**src/rtl/mod_square_pow_seq_if.sv**
```systemverilog
// Handshake bundle for the GF(2^257) repeated-squaring sequencer.
// The master side issues (a, k) and consumes a^(2^k); the slave side is the sequencer.
interface mod_square_pow_seq_if #(
  parameter int W     = 257,
  parameter int CNT_W = 9
);
  logic             in_valid;
  logic             in_ready;
  logic [W-1:0]     in_data;
  logic [CNT_W-1:0] in_k;
  logic             out_valid;
  logic             out_ready;
  logic [W-1:0]     out_data;
  logic             busy;

  modport master (
    output in_valid, in_data, in_k, out_ready,
    input  in_ready, out_valid, out_data, busy
  );

  modport slave (
    input  in_valid, in_data, in_k, out_ready,
    output in_ready, out_valid, out_data, busy
  );
endinterface

```
**src/rtl/mod_square_pow_seq.sv**
```systemverilog
// Repeated squaring in GF(2^257) mod x^257 + x^12 + 1: computes a^(2^k) one squaring per clock.
// gf257_sqr is the combinational squarer; mod_square_pow_seq sequences it from a single accumulator.
module gf257_sqr (
  input  logic [256:0] a,
  output logic [256:0] y
);
  logic [512:0] spread;
  logic [255:0] hi;
  logic [267:0] fold1;
  logic [10:0]  wrap;

  // Squaring in characteristic 2 just interleaves zeros between the coefficients.
  for (genvar i = 0; i < 257; i++) begin : g_even
    assign spread[2*i] = a[i];
  end
  for (genvar i = 0; i < 256; i++) begin : g_odd
    assign spread[2*i+1] = 1'b0;
  end

  // x^257 = x^12 + 1: fold the high half once, then fold the 11 bits that spill past x^256 again.
  assign hi    = spread[512:257];
  assign fold1 = {12'b0, hi} ^ {hi, 12'b0};
  assign wrap  = fold1[267:257];
  assign y     = spread[256:0] ^ fold1[256:0] ^ {246'b0, wrap} ^ {234'b0, wrap, 12'b0};
endmodule

module mod_square_pow_seq #(
  parameter int W     = 257,
  parameter int CNT_W = 9
) (
  input logic                clk,
  input logic                rst,
  mod_square_pow_seq_if.slave bus
);
  localparam logic [1:0] IDLE = 2'd0;
  localparam logic [1:0] RUN  = 2'd1;
  localparam logic [1:0] DONE = 2'd2;

  logic [1:0]       state;
  logic [W-1:0]     acc;
  logic [W-1:0]     acc_sq;
  logic [CNT_W-1:0] remaining;

  gf257_sqr u_sqr (
    .a (acc),
    .y (acc_sq)
  );

  // remaining only moves in RUN, and RUN is left exactly when it reaches 1, so it never wraps.
  always_ff @(posedge clk or posedge rst) begin
    if (rst) begin
      state     <= IDLE;
      acc       <= '0;
      remaining <= '0;
    end else begin
      case (state)
        IDLE: begin
          if (bus.in_valid) begin
            acc       <= bus.in_data;
            remaining <= bus.in_k;
            state     <= (bus.in_k == '0) ? DONE : RUN;
          end
        end
        RUN: begin
          acc       <= acc_sq;
          remaining <= remaining - CNT_W'(1);
          if (remaining == CNT_W'(1)) begin
            state <= DONE;
          end
        end
        DONE: begin
          if (bus.out_ready) begin
            state <= IDLE;
          end
        end
        default: state <= IDLE;
      endcase
    end
  end

  assign bus.in_ready  = (state == IDLE);
  assign bus.out_valid = (state == DONE);
  assign bus.busy      = (state != IDLE);
  assign bus.out_data  = acc;
endmodule

```
**src/flat_wrapper.sv**
```systemverilog
// flat-port wrapper written by rule: the top's interface ports become plain ports
module mod_square_pow_seq_flat 
#(
  parameter int W     = 257,
  parameter int CNT_W = 9
)
  (clk, rst, bus_in_valid, bus_in_data, bus_in_k, bus_out_ready, bus_in_ready, bus_out_valid, bus_out_data, bus_busy);
  mod_square_pow_seq_if #(.W(W), .CNT_W(CNT_W)) bus_i ();
  input logic clk;
  input logic rst;
  input wire logic [$bits(bus_i.in_valid)-1:0] bus_in_valid;
  input wire logic [$bits(bus_i.in_data)-1:0] bus_in_data;
  input wire logic [$bits(bus_i.in_k)-1:0] bus_in_k;
  input wire logic [$bits(bus_i.out_ready)-1:0] bus_out_ready;
  output wire logic [$bits(bus_i.in_ready)-1:0] bus_in_ready;
  output wire logic [$bits(bus_i.out_valid)-1:0] bus_out_valid;
  output wire logic [$bits(bus_i.out_data)-1:0] bus_out_data;
  output wire logic [$bits(bus_i.busy)-1:0] bus_busy;
  assign bus_i.in_valid = bus_in_valid;
  assign bus_i.in_data = bus_in_data;
  assign bus_i.in_k = bus_in_k;
  assign bus_i.out_ready = bus_out_ready;
  assign bus_in_ready = bus_i.in_ready;
  assign bus_out_valid = bus_i.out_valid;
  assign bus_out_data = bus_i.out_data;
  assign bus_busy = bus_i.busy;
  mod_square_pow_seq #(.W(W), .CNT_W(CNT_W)) u_core (.clk(clk), .rst(rst), .bus(bus_i));
endmodule
```
**config.mk**
```make
export PLATFORM = sky130hd
export DESIGN_NAME = mod_square_pow_seq_flat
export DESIGN_NICKNAME = d
export VERILOG_FILES = /design/src/rtl/mod_square_pow_seq_if.sv /design/src/rtl/mod_square_pow_seq.sv /design/src/flat_wrapper.sv
export SDC_FILE = /design/constraint.sdc
export NUM_CORES = 1
export LEC_CHECK = 0
export CAP_MARGIN = 20
export CORE_AREA = 3 3 204 206
export DETAILED_ROUTE_END_ITERATION = 10
export DIE_AREA = 0 0 207 209
export HOLD_SLACK_MARGIN = 0.02
export PLACE_DENSITY = 0.66
export SYNTH_ARGS = -nofsm -noshare
export SYNTH_HDL_FRONTEND = slang
export SYNTH_SLANG_ARGS = --single-unit
```
**constraint.sdc**
```tcl
create_clock -name clk -period 8.2 [get_ports clk]
set_input_delay 0.82 -clock clk [delete_from_list [all_inputs] [get_ports clk]]
set_output_delay 0.82 -clock clk [all_outputs]
set_load 0.01 [all_outputs]
```
==> impl_metrics.csv, run 1 <==
group,metric,value,unit
worst_setup_path,r2r_slack,4840,ps
worst_setup_path,path_class,"reg -> reg",
routing,drtIter0Drc,1163,
hold_path,whs_path_depth,2,
synthesis,synth_top_family_by_area,"compound AO/OA/AOI/OAI gates",
pwr,peakVddDrop,211,uV
worst_setup_path,reg2regPathDepth,4,
worst_setup_path,arrival,3800,ps
sta,hold_viol,0,
global_routing,grt_pass1_vias,12929,
sta,holdWs,514,ps
synthesis,async_flop_share,100,%
sta,period_minus_slack,3360,ps
routing,drt.antenna.violating_nets,0,
placed_design,dpl.hpwl,42800,um
synthesis,synthXorXnorAreaFrac,8.71,%
routing,wl_per_cell,23.4,um
clock_network,htreeDepth,2,
worst_setup_path,startpoint,"u_core.state[0]",
placed_design,pre_cts_ws,4530,ps
synthesis,synth_cell_types,45,
placed_design,portBuffers,529,
cells_and_area,syn_to_final_growth,48.4,%
synthesis,synthCells,1491,
worst_setup_path,r2r_start,"u_core.state[0]",
synthesis,synth_top_area_share,50.5,%
routing,viasPerCell,5.29,
die,die_y,209,um
cells_and_area,fin_util,49.4,%
hold_path,min-delay-path-class,"reg -> reg",
worst_setup_path,cp.buffers_inverters,1,
routing,wirelength,58500,um
sta,worst_slew_pin_slew,1080,ps
placed_design,gp_congestion,0.892,
worst_setup_path,critPathLaunchType,"flip-flop",
worst_setup_path,cp_cell_sequence,"and2b_4 -> buf_4 -> nand2_1 -> a31oi_1",
synthesis,synthAdderAreaFrac,0.189,%
synthesis,synth-compound-area-share,18.7,%
cells_and_area,nFillCells,3802,
worst_setup_path,cpPeakStageDelay,1010,ps
cells_and_area,drive_gt1_share,3.25,%
synthesis,ys_warn_count,0,
worst_setup_path,path_delay_family,"simple AND/OR/NAND/NOR gates",
synthesis,ys_seq_area_share,50.5,%
routing,drc,0,
worst_setup_path,reg2reg_to,"u_core.bus.out_data[116]",
clock_network,ctsLongestPathBuffers,3,
sta,slew_headroom,27.7,%
die,die_w,207,um
sta,tns,0,ps
clock_network,cts_buffers,34,
sta,timing.fmax,298,MHz
global_routing,antenna_found_initial,8,
synthesis,netlist_area,13300,um2
synthesis,synth_top_cell_by_area,"dfrtp_1",
global_routing,grt_max_degree,141,
worst_setup_path,path_depth,4,
sta,rsz0062_at_grt,"false",
die,coreArea,39800,um2
synthesis,synth_edf_count,0,
worst_setup_path,crit_slowest_cell,"dfrtp_4",
clock_network,tritoncts,"done",
cells_and_area,fin_nets,2221,
synthesis,synthesis.nets,1763,
pwr,leakagePower,7.96,nW
clock_network,postCtsResizedCells,0,
synthesis,avgSynthCellArea,8.90,um2
global_routing,track_usage,25.9,%
die,die_area,43300,um2
routing,first_pass_iters,5,
clock_network,cts_root_buf,"clkbuf_16",
outcome,status,"finished clean",
clock_network,ctsHoldBuffers,0,
flow_run,drv_cap,0,
clock_network,clk_latency,530,ps
clock_network,numClockSinks,268,
worst_setup_path,endpoint,"u_core.bus.out_data[116]",
synthesis,ys.flop_type,"dfrtp_1",
worst_setup_path,end_kind,"flip-flop",
global_routing,grt.overflow.total,0,
sta,setup_viol,0,
clock_network,cts_setup_buffers,0,
clock_network,clkSlewWorstSetupHoldPaths,60,ps
sta,fin_worst_skew,12.9,ps
die,rows,73,
worst_setup_path,critPathRequiredTime,8640,ps
die,ios,530,
synthesis,synthSimpleGateAreaFrac,16.3,%
synthesis,ys_ff_latch,268,
routing,vias,13221,
global_routing,grt_pass1_wl,85500,um
pwr,power.density,475,nW/um2
synthesis,synthMuxAreaShare,0.0754,%
sta,fin_crit_sh,41.0,%
worst_setup_path,path_max_fanout,74,
die,initial_utilization,33.3,%
synthesis,synth.area.top_cells,"dfrtp_1, nand2_1, xor2_1",
sta,maxSlewViolCount,0,
sta,setup_slack,4840,ps
-- area by class of cell --
type                       instances  area [um2]  area share (%)
tap                              525         657            3.34
inverter                           5        22.5           0.114
sequential                       268        6710            34.1
timing repair buffer             542        5410            27.5
antenna                            4        10.0          0.0508
clock inverter                     3        43.8           0.222
clock buffer                      52         980            4.98
multi-input combinational       1098        5860            29.8
-- synthesized netlist by cell type (4+ instances only) --
cell type,n
a21oi_1,9
a31oi_1,124
buf_2,68
buf_4,29
buf_6,8
clkbuf_1,15
dfrtp_1,268
inv_1,5
nand2_1,379
nand3b_1,4
nor2_1,127
nor2b_1,4
nor3b_1,4
nor4_1,4
o21ai_1,137
o22ai_1,136
xor2_1,131
-- report_power, final --
group | switching (mW) | internal (mW) | leakage, nW
clock network | 0.578 | 0.849 | 0.498
logic | 2.43 | 2.32 | 4.34
registers | 1.09 | 2.09 | 3.12
-- logic make-up (layout without fill, tap and decap cells) --
kind of cell / Yosys count / after routing
fa+ha+maj: 2 / 2
flops: 268 / 268
simple gates: 542 / 542
buf+inv: 125 / 602
compound gates: 421 / 421
other cells: 0 / 4
mux: 1 / 1
xor+xnor: 132 / 132
-- per-stage QoR --
step                total power [mW]  instance area, um2  instances
finish                          9.36               19700       2497
global route                    9.96               19700       2497
CTS                             9.42               19700       2493
detailed placement              7.95               18700       2438
global placement                7.84               18700       2438
floorplan                       5.33               13300       1491
-- how the worst min path moves through the flow --
stage / to / startpoint
floorplan: u_core.bus.out_data[101] / u_core.bus.out_data[101]
global placement: u_core.bus.out_data[15] / u_core.bus.out_data[15]
detailed placement: u_core.bus.out_data[99] / u_core.bus.out_data[99]
CTS: u_core.bus.out_data[99] / u_core.bus.out_data[99]
global route: u_core.bus.out_data[115] / u_core.bus.out_data[115]
finish: u_core.bus.out_data[99] / u_core.bus.out_data[99]
-- cell usage in the layout, fill, tap and decap left out, drive strengths merged, types with 2 or more instances in the layout --
cell type / netlist / routed
nand2b: 2 / 2
inv: 5 / 5
nand3: 2 / 2
nand2: 379 / 379
ha: 2 / 2
nand3b: 4 / 4
a31oi: 124 / 124
nor2b: 4 / 4
nor3b: 5 / 5
dfrtp: 268 / 268
clkbuf: 15 / 52
nor3: 3 / 3
o21ai: 139 / 139
diode: 0 / 4
a21oi: 9 / 9
or3: 2 / 2
o22ai: 136 / 136
buf: 105 / 13
xor2: 131 / 131
a211oi: 3 / 3
nor4: 4 / 4
and3b: 2 / 2
clkdlybuf4s50: 0 / 529
nor2: 127 / 127
o211ai: 2 / 2
-- layer usage --
metal / GRT usage [%] / routed length, um / vias up
met5: 0 / 61 / -
met4: 9.41 / 1920 / 8
met3: 6.76 / 4800 / 98
met2: 42.2 / 27900 / 617
met1: 33.3 / 23700 / 6424
li1: - / - / 6074
-- worst register-to-register path, delay by kind of cell, from the launching register on --
| kind | cells | cell delay [ps] |
|---|---|---|
| flops | 1 | 1010 |
| buf+inv | 1 | 820 |
| simple gates | 2 | 1240 |
| compound gates | 1 | 210 |
-- state kept, by name (all words and copies together) (netlist names) --
name	flops
u_core.remaining	9
u_core.bus.out_data	257
u_core.state	2
Power figures use the tool's default switching activity.
==> run 2, diff against run 1 <==
--- a/config.mk
+++ b/config.mk
@@ -10,7 +10,6 @@
 export DETAILED_ROUTE_END_ITERATION = 10
 export DIE_AREA = 0 0 207 209
 export HOLD_SLACK_MARGIN = 0.02
-export PLACE_DENSITY = 0.66
 export SYNTH_ARGS = -nofsm -noshare
 export SYNTH_HDL_FRONTEND = slang
 export SYNTH_SLANG_ARGS = --single-unit
==> constraint.sdc (replaced) <==
create_clock -name clk -period 3.35 [get_ports clk]
set_input_delay 0.335 -clock clk [delete_from_list [all_inputs] [get_ports clk]]
set_output_delay 0.335 -clock clk [all_outputs]
set_load 0.01 [all_outputs]
==> run 2 against run 1 <==
Against the previous run: power increased to 2.5 times the previous value; global-route usage increased by 0.47 points; cell count increased by 0.96%; hold slack got worse by 400 ps; largest cell class unchanged; largest power group unchanged; highest routed layer unchanged.
==> impl_metrics.csv, run 2 (same netlist as run 1, synthesis figures left out) <==
group,metric,value,unit
clock_network,cts_buffers,34,
cells_and_area,fin_area,20200,um2
clock_network,clk_latency,500,ps
routing,wirelength,58800,um
hold_path,min-delay-path-class,"in -> async",
sta,fin_worst_skew,14.8,ps
clock_network,ctsLongestPathBuffers,3,
cells_and_area,drive_gt1_share,4.82,%
routing,vias,13092,
global_routing,track_usage,26.3,%
cells_and_area,largest_reg_flops,257,
sta,maxSlewViolCount,0,
worst_setup_path,path_max_fanout,20,
worst_setup_path,critPathRequiredTime,3010,ps
cells_and_area,final_cell_mix,"clkdlybuf4s50_1, nand2_1, dfrtp_1",
worst_setup_path,critPathLaunchType,"flip-flop",
placed_design,gp_congestion,0.905,
routing,drt.antenna.violating_nets,0,
routing,drtIter0Drc,962,
routing,viasPerCell,5.19,
sta,tns,0,ps
clock_network,ctsHoldBuffers,0,
cells_and_area,fin_nets,2241,
flow_run,drv_cap,0,
worst_setup_path,startpoint,"u_core.state[1]",
pwr,peakVddDrop,519,uV
cells_and_area,final_common_cell,"clkdlybuf4s50_1",
clock_network,htreeDepth,2,
worst_setup_path,r2r_slack,1340,ps
global_routing,grt.overflow.total,0,
sta,timing.fmax,444,MHz
sta,rsz0062_at_grt,"false",
cells_and_area,syn_to_final_growth,52.0,%
placed_design,dp.cells,2458,
placed_design,place_area,19000,um2
sta,setup_viol,0,
worst_setup_path,reg2regPathDepth,4,
cells_and_area,fin_cells,2521,
sta,holdWs,111,ps
die,die_area,43300,um2
die,die_w,207,um
pwr,power.density,1160,nW/um2
worst_setup_path,r2r_start,"u_core.state[0]",
worst_setup_path,path_class,"reg -> out",
pwr,leakagePower,8.21,nW
global_routing,grt_max_degree,116,
sta,fin_crit_sh,67.3,%
clock_network,cts_root_buf,"clkbuf_16",
placed_design,portBuffers,529,
worst_setup_path,arrival,1920,ps
global_routing,grt_pass1_wl,88100,um
die,rows,73,
pwr,p_total,23.4,mW
clock_network,postCtsResizedCells,0,
sta,setup_slack,1100,ps
clock_network,tritoncts,"done",
cells_and_area,fin_util,50.6,%
routing,first_pass_iters,5,
routing,wl_per_cell,23.3,um
placed_design,pre_cts_ws,1010,ps
sta,period_minus_slack,2250,ps
global_routing,antenna_found_initial,7,
die,initial_utilization,33.3,%
global_routing,grt_pass1_vias,13309,
outcome,status,"finished clean",
placed_design,dpl.hpwl,44300,um
die,coreArea,39800,um2
clock_network,clkSlewWorstSetupHoldPaths,60,ps
clock_network,cts_setup_buffers,0,
die,die_y,209,um
clock_network,numClockSinks,268,
sta,hold_viol,0,
worst_setup_path,end_kind,"output pin",
routing,drc,0,
sta,worst_slew_pin_slew,738,ps
die,ios,530,
sta,slew_headroom,50.4,%
[run 2: changes by cell type in the layout (fill, tap and decap cells not counted), sizes merged]
cell / previous run / this run
clkinv: 1 / 3
inv: 5 / 4
buf: 13 / 33
bufinv: 1 / 3
clkinvlp: 1 / 2
[run 2: final cells by class]
| class | count | area [um2] |
|---|---|---|
| diodes | 4 | 10.0 |
| clock buffers | 52 | 1080 |
| clock inverters | 7 | 113 |
| fillers | 3818 | 19700 |
| inverters | 5 | 22.5 |
| multi-input cells | 1098 | 5860 |
| flip-flops and latches | 268 | 6710 |
| well taps | 525 | 657 |
| repair buffers | 562 | 5720 |
[run 2: worst paths after layout]
kind / to
max: bus_out_valid
min: u_core.state[0]
max reg2reg: u_core.bus.out_data[208]
min reg2reg: u_core.bus.out_data[13]
max in group asynchronous: u_core.bus.out_data[44]
min in group clk: u_core.bus.out_data[244]
[run 2: metal layers]
metal / vias to the layer above / global-route usage [%] / share of wire [%]
li1: 6117 / - / -
met1: 6361 / 34.3 / 42
met2: 528 / 44.3 / 49
met3: 80 / 6.37 / 7.2
met4: 6 / 6.60 / 2.2
met5: - / 0 / 0.061
[run 2: critical path: stages (launching register included)]
cell and delay [ps]:
dfrtp_1 380, buf_4 250, nor2b_1 200, clkdlybuf4s50_1 580
[run 2: power by group]
part           leakage, nW  switching, mW  internal [mW]
Sequential            3.12           2.56           5.10
Combinational         4.51           6.01           5.85
Clock                0.588           1.42           2.45
Total                 8.21           10.0           13.4
==> run 3, diff against run 2 <==
==> constraint.sdc (replaced) <==
create_clock -name clk -period 2.2 [get_ports clk]
set_input_delay 0.22 -clock clk [delete_from_list [all_inputs] [get_ports clk]]
set_output_delay 0.22 -clock clk [all_outputs]
set_load 0.01 [all_outputs]
==> run 3 against run 2 <==
Against the previous run: wire length increased by 1.9%; utilization is 0.50 points higher; hold slack gained 110 ps; clock power up 44%; die area unchanged; design area increased by 0.98%; cell count increased by 0.91%; combinational power is 55% higher; sequential power rose by 53%; first-iteration DRC count is 9.1% higher; sequential cell count unchanged; critical path depth fell by 1; critical path type unchanged; largest cell class unchanged; largest power group unchanged.
==> impl_metrics.csv, run 3 (same netlist as run 1, synthesis figures left out) <==
group,metric,value,unit
outcome,status,"finished clean",
sta,fin_worst_skew,18.0,ps
die,initial_utilization,33.3,%
global_routing,track_usage,26.6,%
cells_and_area,drive_gt1_share,5.91,%
worst_setup_path,cpPeakStageDelay,580,ps
worst_setup_path,arrival,1880,ps
routing,first_pass_iters,5,
clock_network,cts_buffers,30,
worst_setup_path,reg2regPathDepth,5,
cells_and_area,largest_reg_flops,257,
sta,worst_slew_pin_slew,690,ps
worst_setup_path,path_class,"reg -> out",
clock_network,numClockSinks,268,
routing,drc,0,
sta,rsz0062_at_grt,"false",
cells_and_area,ff_latch_area,6710,um2
hold_path,hp-start,"bus_in_data[180]",
global_routing,grt_max_degree,81,
global_routing,grt_pass1_wl,88600,um
cells_and_area,nFillCells,3811,
clock_network,clk_latency,560,ps
sta,tns,0,ps
worst_setup_path,crit_slowest_cell,"clkdlybuf4s50_1",
cells_and_area,syn_to_final_growth,53.5,%
pwr,power.density,1750,nW/um2
worst_setup_path,r2r_slack,310,ps
sta,setup_viol,0,
sta,maxSlewViolCount,0,
pwr,leakagePower,8.30,nW
placed_design,portBuffers,529,
flow_run,drv_cap,0,
worst_setup_path,end_kind,"output pin",
die,coreArea,39800,um2
routing,viasPerCell,5.18,
die,rows,73,
sta,slew_headroom,53.6,%
placed_design,gp_congestion,0.887,
hold_path,whs_path_depth,3,
placed_design,dp.cells,2481,
clock_network,clkSlewWorstSetupHoldPaths,60,ps
clock_network,cts_root_buf,"clkbuf_16",
worst_setup_path,path_delay_family,"buffers and inverters",
cells_and_area,fin_util,51.1,%
global_routing,grtUsageMet3,6.74,%
die,die_y,209,um
cells_and_area,fin_nets,2262,
sta,holdWs,217,ps
die,die_w,207,um
worst_setup_path,cp.buffers_inverters,1,
worst_setup_path,cp_cell_sequence,"nor2b_1 -> clkdlybuf4s50_1",
cells_and_area,fin_area,20400,um2
routing,drtIter0Drc,1050,
pwr,p_total,35.7,mW
hold_path,min-delay-path-class,"in -> reg",
worst_setup_path,reg2reg_to,"u_core.bus.out_data[152]",
placed_design,pre_cts_ws,231,ps
worst_setup_path,r2r_start,"u_core.state[0]",
routing,wl_per_cell,23.5,um
global_routing,grt_busiest_layer,"met2",
die,die_area,43300,um2
hold_path,min_delay_worst_endpoint,"u_core.bus.out_data[180]",
clock_network,tritoncts,"done",
global_routing,globalRouteMet1Util,34.7,%
global_routing,antenna_found_initial,10,
placed_design,dpl.hpwl,46200,um
routing,drt.antenna.violating_nets,0,
routing,vias,13188,
sta,period_minus_slack,2100,ps
placed_design,place_area,19200,um2
global_routing,grt_pass1_vias,13481,
cells_and_area,fin_cells,2544,
sta,hold_viol,0,
sta,fin_crit_sh,95.6,%
global_routing,grt.overflow.total,0,
sta,timing.fmax,476,MHz
global_routing,use_met2,43.9,%
cells_and_area,multi_input_area,5860,um2
cells_and_area,final_common_cell,"clkdlybuf4s50_1",
clock_network,htreeDepth,1,
sta,setup_slack,97.8,ps
routing,wirelength,59900,um
clock_network,ctsLongestPathBuffers,3,
pwr,peakVddDrop,696,uV
cells_and_area,final_cell_mix,"clkdlybuf4s50_1, nand2_1, dfrtp_1",
die,ios,530,
worst_setup_path,path_max_fanout,7,
worst_setup_path,critPathLaunchType,"flip-flop",
worst_setup_path,critPathRequiredTime,1980,ps
run 3: cell types whose count changed in the layout (fill, tap and decap cells not counted):
cell / delta
dlygate4sd3_1: +1
nor2_2: +1
clkbuf_8: -2
buf_12: +8
clkbuf_16: -6
bufinv_16: +2
diode_2: +2
buf_4: +16
clkbuf_1: -2
clkinv_2: +2
nor2_1: -1
clkinvlp_4: +2
run 3: routing by layer:
metal | routed length, um | share of wire, %
met3 | 4700 | 7.9
met1 | 25000 | 42
met2 | 28500 | 48
met5 | 34 | 0.057
met4 | 1560 | 2.6
run 3: where the power goes:
part	total (mW)	switching, mW	internal [mW]
registers	11.7	3.90	7.77
logic	18.4	9.30	9.13
clock network	5.58	2.17	3.41
total	35.7	15.4	20.3
run 3: worst max-delay path by stage:
| stage | startpoint | to | depth (start not counted) |
|---|---|---|---|
| 2_1_floorplan | rst | u_core.bus.out_data[0] | 1 |
| 3_3_place_gp | bus_in_valid | u_core.bus.out_data[134] | 6 |
| 3_5_place_dp | bus_in_valid | u_core.bus.out_data[74] | 6 |
| 4_1_cts | u_core.state[0] | bus_in_ready | 2 |
| 5_1_grt | u_core.state[1] | bus_out_valid | 2 |
| 6_report | u_core.state[1] | bus_out_valid | 2 |
run 3: what timing repair did:
action / in CTS / in global routing
resized for setup: 1 / 0
endpoints found under the setup margin: 2 / 3
endpoints found under the hold margin: 8 / 0
setup buffers: 0 / 1
hold buffers: 1 / 0
run 3: cell type report:
class	count	area share, %
clock buffer	42	4.40
clock inverter	13	0.971
timing repair buffer	587	29.5
multi-input combinational	1098	28.8
sequential	268	32.9
inverter	5	0.111
antenna	6	0.0737
tap	525	3.23
run 3: worst reg2reg max path, stage by stage, from the launching register on:
cell	delay (ps)
dfrtp_4	420
buf_4	260
and2b_4	380
buf_4	370
nand2_1	170
a31oi_1	210
